--- config.mk ---
export PLATFORM = sky130hd
export DESIGN_NAME = pipe_lzc
export DESIGN_NICKNAME = d
export VERILOG_FILES = /design/src/rtl/pipe_lzc_pkg.sv /design/src/rtl/pipe_lzc_leaf.sv /design/src/rtl/pipe_lzc.sv
export SDC_FILE = /design/constraint.sdc
export NUM_CORES = 1
export LEC_CHECK = 0
export BUFFER_PORTS_ARGS = -buffer_cell sky130_fd_sc_hd__buf_2
export CAP_MARGIN = 20
export CORE_ASPECT_RATIO = 1.1
export CORE_MARGIN = 4
export CORE_UTILIZATION = 45
export CTS_CLUSTER_SIZE = 14
export DETAILED_ROUTE_END_ITERATION = 12
export HOLD_SLACK_MARGIN = 0.06
export PLACE_DENSITY = 0.74
export SYNTH_ARGS = -nofsm -noshare
export SYNTH_HDL_FRONTEND = slang
export SYNTH_SLANG_ARGS = --single-unit
--- constraint.sdc ---
create_clock -name clk -period 4.1 [get_ports clk]
set_clock_uncertainty 0.1 [all_clocks]
set_input_delay 0.41 -clock clk [delete_from_list [all_inputs] [get_ports clk]]
set_output_delay 0.41 -clock clk [all_outputs]
set_load 0.01 [all_outputs]
--- src/rtl/pipe_lzc_pkg.sv ---
// pipe_lzc_pkg: shared sizing helpers and leaf width for the pipelined leading-zero counter
package pipe_lzc_pkg;

    localparam int LZC_LEAF_W = 6;

    function automatic int lzc_latency(input int size);
        return size < 7 ? 1 : ($clog2(size - 2) + 1) / 2;
    endfunction

    function automatic int lzc_out_size(input int size);
        return $clog2(size + 1);
    endfunction

    // number of tree nodes left at a given merge level
    function automatic int lzc_nodes(input int leaves, input int level);
        return (leaves + (1 << level) - 1) >> level;
    endfunction

endpackage

--- src/rtl/pipe_lzc_leaf.sv ---
// lzc_leaf: combinational leading-zero count of one chunk of up to six bits
module lzc_leaf import pipe_lzc_pkg::*; #(
    parameter int W = LZC_LEAF_W
) (
    input  logic [W-1:0] d,
    output logic [2:0]   cnt,
    output logic         zero
);

    // scan upward so the highest set bit decides the final count
    always_comb begin
        cnt = 3'(W);
        for (int i = 0; i < W; i++) cnt = d[i] ? 3'(W - 1 - i) : cnt;
    end

    assign zero = ~|d;

endmodule

--- src/rtl/pipe_lzc.sv ---
// pipe_lzc: pipelined leading-zero counter; define PIPE_LZC_VALID_EN to carry a valid bit alongside the data
module pipe_lzc import pipe_lzc_pkg::*; #(
    parameter int    SIZE     = 64,
    parameter int    OUT_SIZE = lzc_out_size(SIZE),
    parameter string FAMILY   = "Stratix 10"
) (
    input  logic                clk,
    input  logic                rst,
    input  logic [SIZE-1:0]     din,
    output logic [OUT_SIZE-1:0] dout
`ifdef PIPE_LZC_VALID_EN
    ,
    input  logic                din_valid,
    output logic                dout_valid
`endif
);

    localparam int LAT    = lzc_latency(SIZE);
    localparam int LEAVES = (SIZE + LZC_LEAF_W - 1) / LZC_LEAF_W;
    localparam int LEVELS = $clog2(LEAVES);
    // stages not needed by the tree become a plain delay in front of dout
    localparam int TAIL   = LAT - 1 - (LEVELS + 1) / 2;

    // node word is {all_zero, count}; m is a level's logic, n the same after its optional register
    logic [OUT_SIZE:0]   m [0:LEVELS][0:LEAVES-1];
    logic [OUT_SIZE:0]   n [0:LEVELS][0:LEAVES-1];
    logic [OUT_SIZE-1:0] tail [0:TAIL];

    // leaf 0 holds the MSBs; only the last leaf may be narrower, so no pad bits are ever counted
    for (genvar k = 0; k < LEAVES; k++) begin : g_leaf
        localparam int HI = SIZE - 1 - k * LZC_LEAF_W;
        localparam int W  = HI + 1 < LZC_LEAF_W ? HI + 1 : LZC_LEAF_W;
        logic [2:0] c;
        logic       z;
        lzc_leaf #(.W(W)) u_leaf (.d(din[HI -: W]), .cnt(c), .zero(z));
        assign m[0][k] = {z, OUT_SIZE'(c)};
    end

    // an upper node in a pair never contains the short leaf, so its width is a full power-of-two chunk
    for (genvar j = 1; j <= LEVELS; j++) begin : g_lvl
        localparam int                  PREV = lzc_nodes(LEAVES, j - 1);
        localparam logic [OUT_SIZE-1:0] UW   = OUT_SIZE'(LZC_LEAF_W << (j - 1));
        for (genvar k = 0; k < LEAVES; k++) begin : g_node
            if (2 * k + 1 < PREV) begin : g_pair
                logic [OUT_SIZE:0] u, l;
                assign u = n[j-1][2*k];
                assign l = n[j-1][2*k+1];
                assign m[j][k] = u[OUT_SIZE] ? {l[OUT_SIZE], UW + l[OUT_SIZE-1:0]} : {1'b0, u[OUT_SIZE-1:0]};
            end else if (2 * k < PREV) begin : g_pass
                assign m[j][k] = n[j-1][2*k];
            end else begin : g_none
                assign m[j][k] = '0;
            end
        end
    end

    // registers sit below the root on every second level, leaving at most two merges between flops
    for (genvar j = 0; j <= LEVELS; j++) begin : g_stage
        for (genvar k = 0; k < LEAVES; k++) begin : g_node
            if (j < LEVELS && (LEVELS - 1 - j) % 2 == 0 && k < lzc_nodes(LEAVES, j)) begin : g_reg
                logic [OUT_SIZE:0] q;
                // tree pipeline register
                always_ff @(posedge clk or posedge rst) begin
                    if (rst) q <= '0;
                    else     q <= m[j][k];
                end
                assign n[j][k] = q;
            end else begin : g_wire
                assign n[j][k] = m[j][k];
            end
        end
    end

    // output delay line; its last flop drives dout
    always_ff @(posedge clk or posedge rst) begin
        if (rst) begin
            for (int i = 0; i <= TAIL; i++) tail[i] <= '0;
        end else begin
            tail[0] <= n[LEVELS][0][OUT_SIZE-1:0];
            for (int i = 1; i <= TAIL; i++) tail[i] <= tail[i-1];
        end
    end

    assign dout = tail[TAIL];

`ifdef PIPE_LZC_VALID_EN
    logic [LAT-1:0] vld;

    // valid shifts through LAT flops in lockstep with the data
    always_ff @(posedge clk or posedge rst) begin
        if (rst) vld <= '0;
        else     vld <= LAT'({vld, din_valid});
    end

    assign dout_valid = vld[LAT-1];
`endif

endmodule

# Yosys cells after proc, flatten, opt, wreduce, memory -nomap -nowiden
# Cells that the tools add are included.
[word_totals]
mem_bits_ro = 0
n_memories = 0
latchBits = 0
word_cells = 108
reg_bits = 65
ram_bits = 0
out_inout_bits = 7
in_bits = 66
[op_classes]
magnitude_cmp = 0
n_addsub = 10
multipliers = 0
n_mux = 74
bitwise = 0
shift = 0
eq_ne = 0
n_div = 0
reduce_logical = 15
[ops]
columns = ["op", "count"]
rows = [
  ["2-to-1 mux 3 bit", 54],
  ["2-to-1 mux 8 bit", 8],
  ["OR reduction 6 bit", 10],
  ["adder 3 x 3 -> 4 bit (first input constant)", 5],
  ["2-to-1 mux 2 bit", 10],
  ["adder 4 x 7 -> 7 bit (first input constant)", 2],
  ["2-to-1 mux 7 bit", 2],
  ["adder 5 x 7 -> 7 bit (first input constant)", 1],
  ["adder 6 x 7 -> 7 bit (first input constant)", 1],
  ["adder 4 x 3 -> 5 bit (first input constant)", 1],
  ["logical NOT 1 bit", 5],
]

# Depth between registers and ports, before layout
# Gate-level depths: netlist (run 1).
[depth]
word_depth = 8
ltp_mapped = 5
mapped_depth_nobuf = 5

# Modules after synthesis
# A second synthesis (run 1) with hierarchy kept.
[unflattened]
cells_unflattened = 246
area_unflattened_um2 = 2489.9
[modules_own_cells]
columns = ["module", "seq_area_each_um2", "instances", "area_per_inst_um2", "cells_per_inst"]
rows = [
  ["pipe_lzc", 1176.1, 1, 1878.1, 149],
  ["lzc_leaf at g_leaf[0].u_leaf ...", 0.0, 10, 57.6, 9],
  ["lzc_leaf at g_leaf[10].u_leaf", 0.0, 1, 36.3, 7],
]

# Worst setup path after synthesis (run 1)
# Ideal clock, no wire load.
[synth_timing]
path_type = "in2reg"
start = "in din[18]"
end = "reg g_stage[1].g_node[3].g_reg.q[2] (netlist: g_lvl[2].g_node[1].g_pair.l[2])"
stages = 3
required_time_ns = 3.916
path_buffers = 0
setup_time_ns = 0.084
arrival_ns = 1.085
path_slack_ns = 2.831
cell_sequence = "o31ai_1 ha_1 a21boi_0"
[synth_rtl]
columns = ["item", "line_no", "rtl"]
rows = [
  ["from (decl)", "pipe_lzc.sv:9", "input logic [SIZE-1:0] din,"],
  ["to (signal assigned)", "pipe_lzc.sv:65", "else q <= m[j][k];"],
  ["to (decl)", "pipe_lzc.sv:61", "logic [OUT_SIZE:0] q;"],
]

==> impl_metrics.yaml, run 1 <==
power_and_ir_drop:
  comb_power_share_pct: 11.6
  power.leakage_uw: 0.00139
  p_per_area_nw_per_um2: 333
  clkPwrFrac_pct: 36.6
  p_int_uw: 726
  peakVddDrop_v: 0.000147
  seq_power_share_pct: 51.8
  netSwitchingPower_uw: 203
  swShare_pct: 21.9
finish:
  drive_above_1_share_pct: 35.6
  n_antenna_cell: 0
  area_delta_synth_final_pct: 23.5
  design_area_sq_um: 2790
  layout_commonest_cell: "buf_2"
  most-common-layout-cells: "buf_2 (72), dfrtp_1 (47), nor2_1 (42)"
  finalNetCount: 367
  stdcell_count: 351
clocking:
  worstSkewPairLatency_ns: 0.30
  clockBufferDepth: 2
  cts_hold_buf: 0
  cts_setup_buffers: 0
  cts_root_buffer: "clkbuf_8"
  cts.sinks: 47
  cts_buffers: 5
  clkTransAtPathRegs_ns: 0.08
  cts_resized: 0
  htree_levels: 2
  tritoncts: "built"
routing:
  wl_per_cell_um: 11.8
  met1_length_um: 1690
  viasPerCell: 5.11
  ant_nets: 0
  wl_met2_um: 2220
  drc: 0
  drt_iter0_drc: 23
  wl_um: 4150
  top_layer_used: "met4"
  vias: 1794
  drtPass1Iterations: 4
  wl_met3_um: 220
sta:
  finalHoldViolCount: 0
  max-slew-margin-rel_pct: 40.4
  tns_ns: 0
  post-route-period-util_pct: 33.4
  fmax_mhz: 731
  setup-violations-final: 0
  worstMarginPinSlew_ns: 0.893
  finalWorstPathRequiredPeriod_ns: 1.37
  slew_violations: 0
  rsz0062_at_grt: "false"
worst_setup_path:
  path_class: "register to register"
  cp-start-kind: "register"
  crit_required_ns: 4.19
  end_kind: "register"
  crit_start: "g_lvl[2].g_node[1].g_pair.u[7]"
  cp_max_fo: 10
  slowest_delay_ns: 0.53
  rr_startpoint: "g_lvl[2].g_node[1].g_pair.u[7]"
  cp_data_arrival_time_ns: 1.45
  path_delay_family: "multiplexers"
  cp.buffers_inverters: 0
  path_cells: "mux2i_1, a21oi_1, mux2_2"
  cp_slowest_cell: "dfrtp_1"
placed_design:
  dp_hpwl_um: 3310
  dp.cells: 343
  dpl_cell_area_sq_um: 2670
  place_congestion: 0.732
  io_buffers: 72
logic_synthesis:
  yosys_register_bits: 47
  async_flop_share_pct: 100
  synth_edf_count: 0
  syn_inst: 219
  synth.avg_cell_area_sq_um: 10.3
  yosysWarnings: 0
  synth_flop_cell: "dfrtp_1"
  syn_nets: 292
  synth.distinct_cells: 29
  syn_area_sq_um: 2260
  yosysSeqAreaShare_pct: 52.1
global_routing:
  grt.overflow.total: 0
  grt_max_degree: 48
  grt_usage_pct: 13.9
  first_global_vias: 1676
  antenna_found_initial: 0
  grt_pass1_wl_um: 6600
die:
  die_h_um: 82.3
  die-area_sq_um: 6220
  core.rowCount: 26
  core_area_sq_um: 4750
  io_pins: 73
  start_util_pct: 47.6
  die_w_um: 75.5
outcome:
  status: "complete, no violations"
flow_run:
  maxCapViolCount: 0
worst_hold_path:
  hold_class: "input pin to asynchronous set/reset pin"
worst register-to-register path, delay by kind of cell (launching register included):
kind            cells  cell delay (ns)
compound gates      1             0.09
flops               1             0.53
mux                 2             0.54
per-stage QoR:
step	utilization (%)	setup slack, ns	total power [uW]	hold slack (ns)
2_1_floorplan	-	2.47	541	0.318
3_3_place_gp	56.3	2.54	596	0.330
3_5_place_dp	56.3	2.56	600	0.337
4_1_cts	58.7	2.72	940	0.178
5_1_grt	58.7	2.61	978	0.171
6_report	58.7	2.73	929	0.188
synthesized netlist by cell type, types with 6 or more instances:
cell | count | area share (%)
mux2_2 | 8 | 4.0
nand2_1 | 12 | 2.0
nor2_1 | 42 | 7.0
inv_1 | 18 | 3.0
ha_1 | 7 | 3.9
o21ai_0 | 6 | 1.3
nor3_1 | 6 | 1.3
dfrtp_1 | 47 | 52
a21boi_0 | 6 | 2.0
nor4_1 | 6 | 1.7
area by class of cell:
| type | count | area (sq um) |
|---|---|---|
| well taps | 56 | 70.1 |
| fillers | 424 | 1960 |
| repair buffers | 72 | 360 |
| flip-flops and latches | 47 | 1180 |
| multi-input cells | 150 | 998 |
| clock buffers | 6 | 82.6 |
| clock inverters | 2 | 35.0 |
| inverters | 18 | 67.6 |
cell families (layout without fill, tap and decap cells):
logic type      Yosys count  count (layout)  synth area share (%)
compound gates           45              45                  14.8
xor+xnor                  1               1                 0.388
fa+ha+maj                 7               7                  3.88
buf+inv                  22              98                  3.71
flops                    47              47                  52.1
mux                      11              11                  5.32
simple gates             86              86                  19.8
power by group through the flow:
stage	clock network [uW]	registers [uW]	logic (uW)
after floorplan	0	490	50.8
after global placement	0	491	105
after detailed placement	0	491	109
after CTS	349	482	109
after global routing	372	483	123
final	340	481	108
worst paths after layout:
check / cells past startpoint / end / slack [ns]
setup / recovery: 3 / g_lvl[4].g_node[0].g_pair.u[0] / 2.73
hold / removal: 2 / g_lvl[2].g_node[1].g_pair.u[7] / 0.19
setup reg to reg: 3 / g_lvl[4].g_node[0].g_pair.u[0] / 2.73
hold reg to reg: 1 / dout[5] / 0.36
max in group asynchronous: 2 / g_lvl[2].g_node[0].g_pair.l[3] / 3.14
min in group clk: 2 / g_lvl[2].g_node[2].g_pair.l[0] / 0.19
flip-flops by register name (all words and copies together), names as in the netlist:
register               count
g_lvl.g_node.g_pair.u     22
g_lvl.g_node.g_pair.l     18
dout                       7
layer usage:
metal  track usage (%)  vias to the layer above
met5                 0                        -
met4              5.24                        0
met3              3.27                        2
met2              25.4                       39
met1              15.2                      827
li1                  -                      926
Note: power is estimated with default switching activity, not from simulation.
==> run 2: changes to the inputs <==
- ABC_AREA: default -> 1
- PLACE_DENSITY: 0.74 -> 0.76
- clock period: 4.1 -> 1.19 ns (I/O delays scaled with it)
==> impl_metrics.yaml, run 2 <==
logic_synthesis:
  yosysTopAreaCell: "dfrtp_1"
  synth_top_cell_area_share_pct: 48.2
  synth_flop_cell: "dfrtp_1"
  yosysSeqAreaShare_pct: 48.2
  synth.avg_cell_area_sq_um: 7.58
  synthTopCellsByArea: "dfrtp_1 (48%), nand2_1 (16%), inv_1 (11%)"
  synth_common_cells: "nand2_1 (102), inv_1 (69), dfrtp_1 (47)"
  async_flop_share_pct: 100
  syn_inst: 322
  syn_area_sq_um: 2440
  synth_edf_count: 0
  yosys_register_bits: 47
  syn_nets: 395
  yosysWarnings: 0
  yosysMostFrequentCell: "nand2_1"
  synth.distinct_cells: 17
finish:
  finalNetCount: 528
  layout_commonest_cell: "nand2_1"
  fillCellCount: 415
  area_delta_synth_final_pct: 48.2
  most-common-layout-cells: "nand2_1 (101), buf_2 (72), inv_1 (66)"
  n_antenna_cell: 0
  largest_reg_flops: 22
  drive_above_1_share_pct: 25.9
  fin_util_pct: 70.4
sta:
  post-route-period-util_pct: 99.1
  rsz0062_at_grt: "true"
  fmax_mhz: 848
  finalHoldViolCount: 0
  max-slew-margin-rel_pct: 77.1
  finalWorstPathRequiredPeriod_ns: 1.18
  worstMarginPinSlew_ns: 0.344
  tns_ns: 0
  slew_violations: 0
  setup-violations-final: 0
die:
  core_area_sq_um: 5130
  start_util_pct: 47.5
  core.rowCount: 27
  die-area_sq_um: 6670
  die_w_um: 78.2
  io_pins: 73
  die_h_um: 85.2
global_routing:
  grt.overflow.total: 0
  grt_usage_pct: 17.0
  first_global_vias: 2334
  antenna_found_initial: 0
  grt_pass1_wl_um: 9070
  grt_max_degree: 48
power_and_ir_drop:
  power.leakage_uw: 0.00201
  peakVddDrop_v: 0.000387
  p_per_area_nw_per_um2: 857
routing:
  ant_nets: 0
  wl_per_cell_um: 10.5
  drc: 0
  drt_iter0_drc: 69
  vias: 2352
  wl_um: 5540
  viasPerCell: 4.45
  drtPass1Iterations: 5
worst_setup_path:
  path_class: "register to register"
  reg2reg_slack_ns: 0.01
  end_kind: "register"
  rr_startpoint: "g_lvl[2].g_node[1].g_pair.l[3]"
  cp-start-kind: "register"
  timing.rr.end: "g_lvl[4].g_node[0].g_pair.u[4]"
  cp_max_fo: 2
  cp_data_arrival_time_ns: 1.26
  crit_required_ns: 1.27
  worst_r2r_path_depth: 6
clocking:
  cts_buffers: 5
  worstSkewPairLatency_ns: 0.29
  tritoncts: "built"
  clkTransAtPathRegs_ns: 0.08
  cts.sinks: 47
  clockBufferDepth: 2
  htree_levels: 2
  cts_root_buffer: "clkbuf_8"
worst_hold_path:
  whs_path_depth: 5
  hold_class: "input pin to register"
  hp-start: "din[45]"
  min_to: "g_lvl[2].g_node[0].g_pair.l[1]"
placed_design:
  dp_hpwl_um: 3490
  place_congestion: 0.765
  io_buffers: 72
flow_run:
  maxCapViolCount: 0
outcome:
  status: "complete, no violations"
[run 2: worst max path at each step]
| stage | from | endpoint | slack (ns) | cells after the start |
|---|---|---|---|---|
| after floorplan | g_lvl[2].g_node[1].g_pair.l[2] | g_lvl[4].g_node[0].g_pair.u[4] | 0.07 | 6 |
| after global placement | g_lvl[2].g_node[1].g_pair.l[2] | g_lvl[4].g_node[0].g_pair.u[4] | 0.04 | 6 |
| after detailed placement | g_lvl[2].g_node[1].g_pair.l[2] | g_lvl[4].g_node[0].g_pair.u[4] | -0.001 | 6 |
| after CTS | g_lvl[2].g_node[1].g_pair.l[3] | g_lvl[4].g_node[0].g_pair.u[4] | 0.01 | 6 |
| after global routing | g_lvl[2].g_node[1].g_pair.l[3] | g_lvl[4].g_node[0].g_pair.u[4] | -0.06 | 6 |
| final | g_lvl[2].g_node[1].g_pair.l[3] | g_lvl[4].g_node[0].g_pair.u[4] | 0.01 | 6 |
[run 2: per-stage QoR]
step / hold WS (ns) / instances / setup slack [ns] / instance area, sq um / power, uW
final: 0.0700 / 528 / 0.0108 / 3610 / 3100
after global routing: 0.0656 / 528 / -0.0638 / 3610 / 3270
after CTS: 0.0621 / 528 / 0.0101 / 3530 / 3080
after detailed placement: 0.0908 / 465 / -0.00145 / 2900 / 2080
after global placement: 0.0904 / 465 / 0.0367 / 2900 / 2070
after floorplan: 0.0423 / 322 / 0.0730 / 2440 / 1890
[run 2: what timing repair did]
action / 4_1_cts / 5_1_grt
hold buffers: 54 / 0
endpoints found under the setup margin: 1 / 10
pin swaps: 1 / 2
cloned: 0 / 0
gates resized for setup: 0 / 19
setup buffers: 1 / 0
endpoints found under the hold margin: 75 / 0
[run 2: cells by family (layout without fill, tap and decap cells)]
logic type	count (synthesis)	in the layout	share of synthesized area (%)
simple gates	170	170	29.6
compound gates	21	21	4.51
mux	6	6	2.77
flops	47	47	48.2
buf+inv	71	205	11.3
fa+ha+maj	7	7	3.59
[run 2: final cells by class]
type,count,area [sq um],area share [%]
Clock buffer,6,72.6,2.01
Clock inverter,2,12.5,0.346
Inverter,69,263,7.27
Multi-Input combinational cell,204,1070,29.7
Sequential cell,47,1180,32.5
Tap cell,72,90.1,2.49
Timing Repair Buffer,128,928,25.7
[run 2: per-layer routing]
layer | vias to the layer above | global-route usage [%] | routed length [um]
li1 | 1219 | - | -
met1 | 1058 | 17.3 | 1990
met2 | 62 | 33.3 | 3180
met3 | 13 | 2.97 | 226
met4 | 0 | 7.47 | 136
met5 | - | 0 | 0
[run 2: report_power, final]
part | total, uW | internal, uW | switching [uW] | leakage (uW)
clock network | 893 | 410 | 483 | 0.0000412
logic | 550 | 285 | 265 | 0.00133
registers | 1650 | 1640 | 12.5 | 0.000634
[run 2: critical path, cell delays in order, from the launching register on]
cell and delay [ns]:
dfrtp_1 0.38, inv_2 0.08, ha_4 0.21, nand2_2 0.06, o21ai_2 0.07, nor2_1 0.11, o21ai_1 0.06
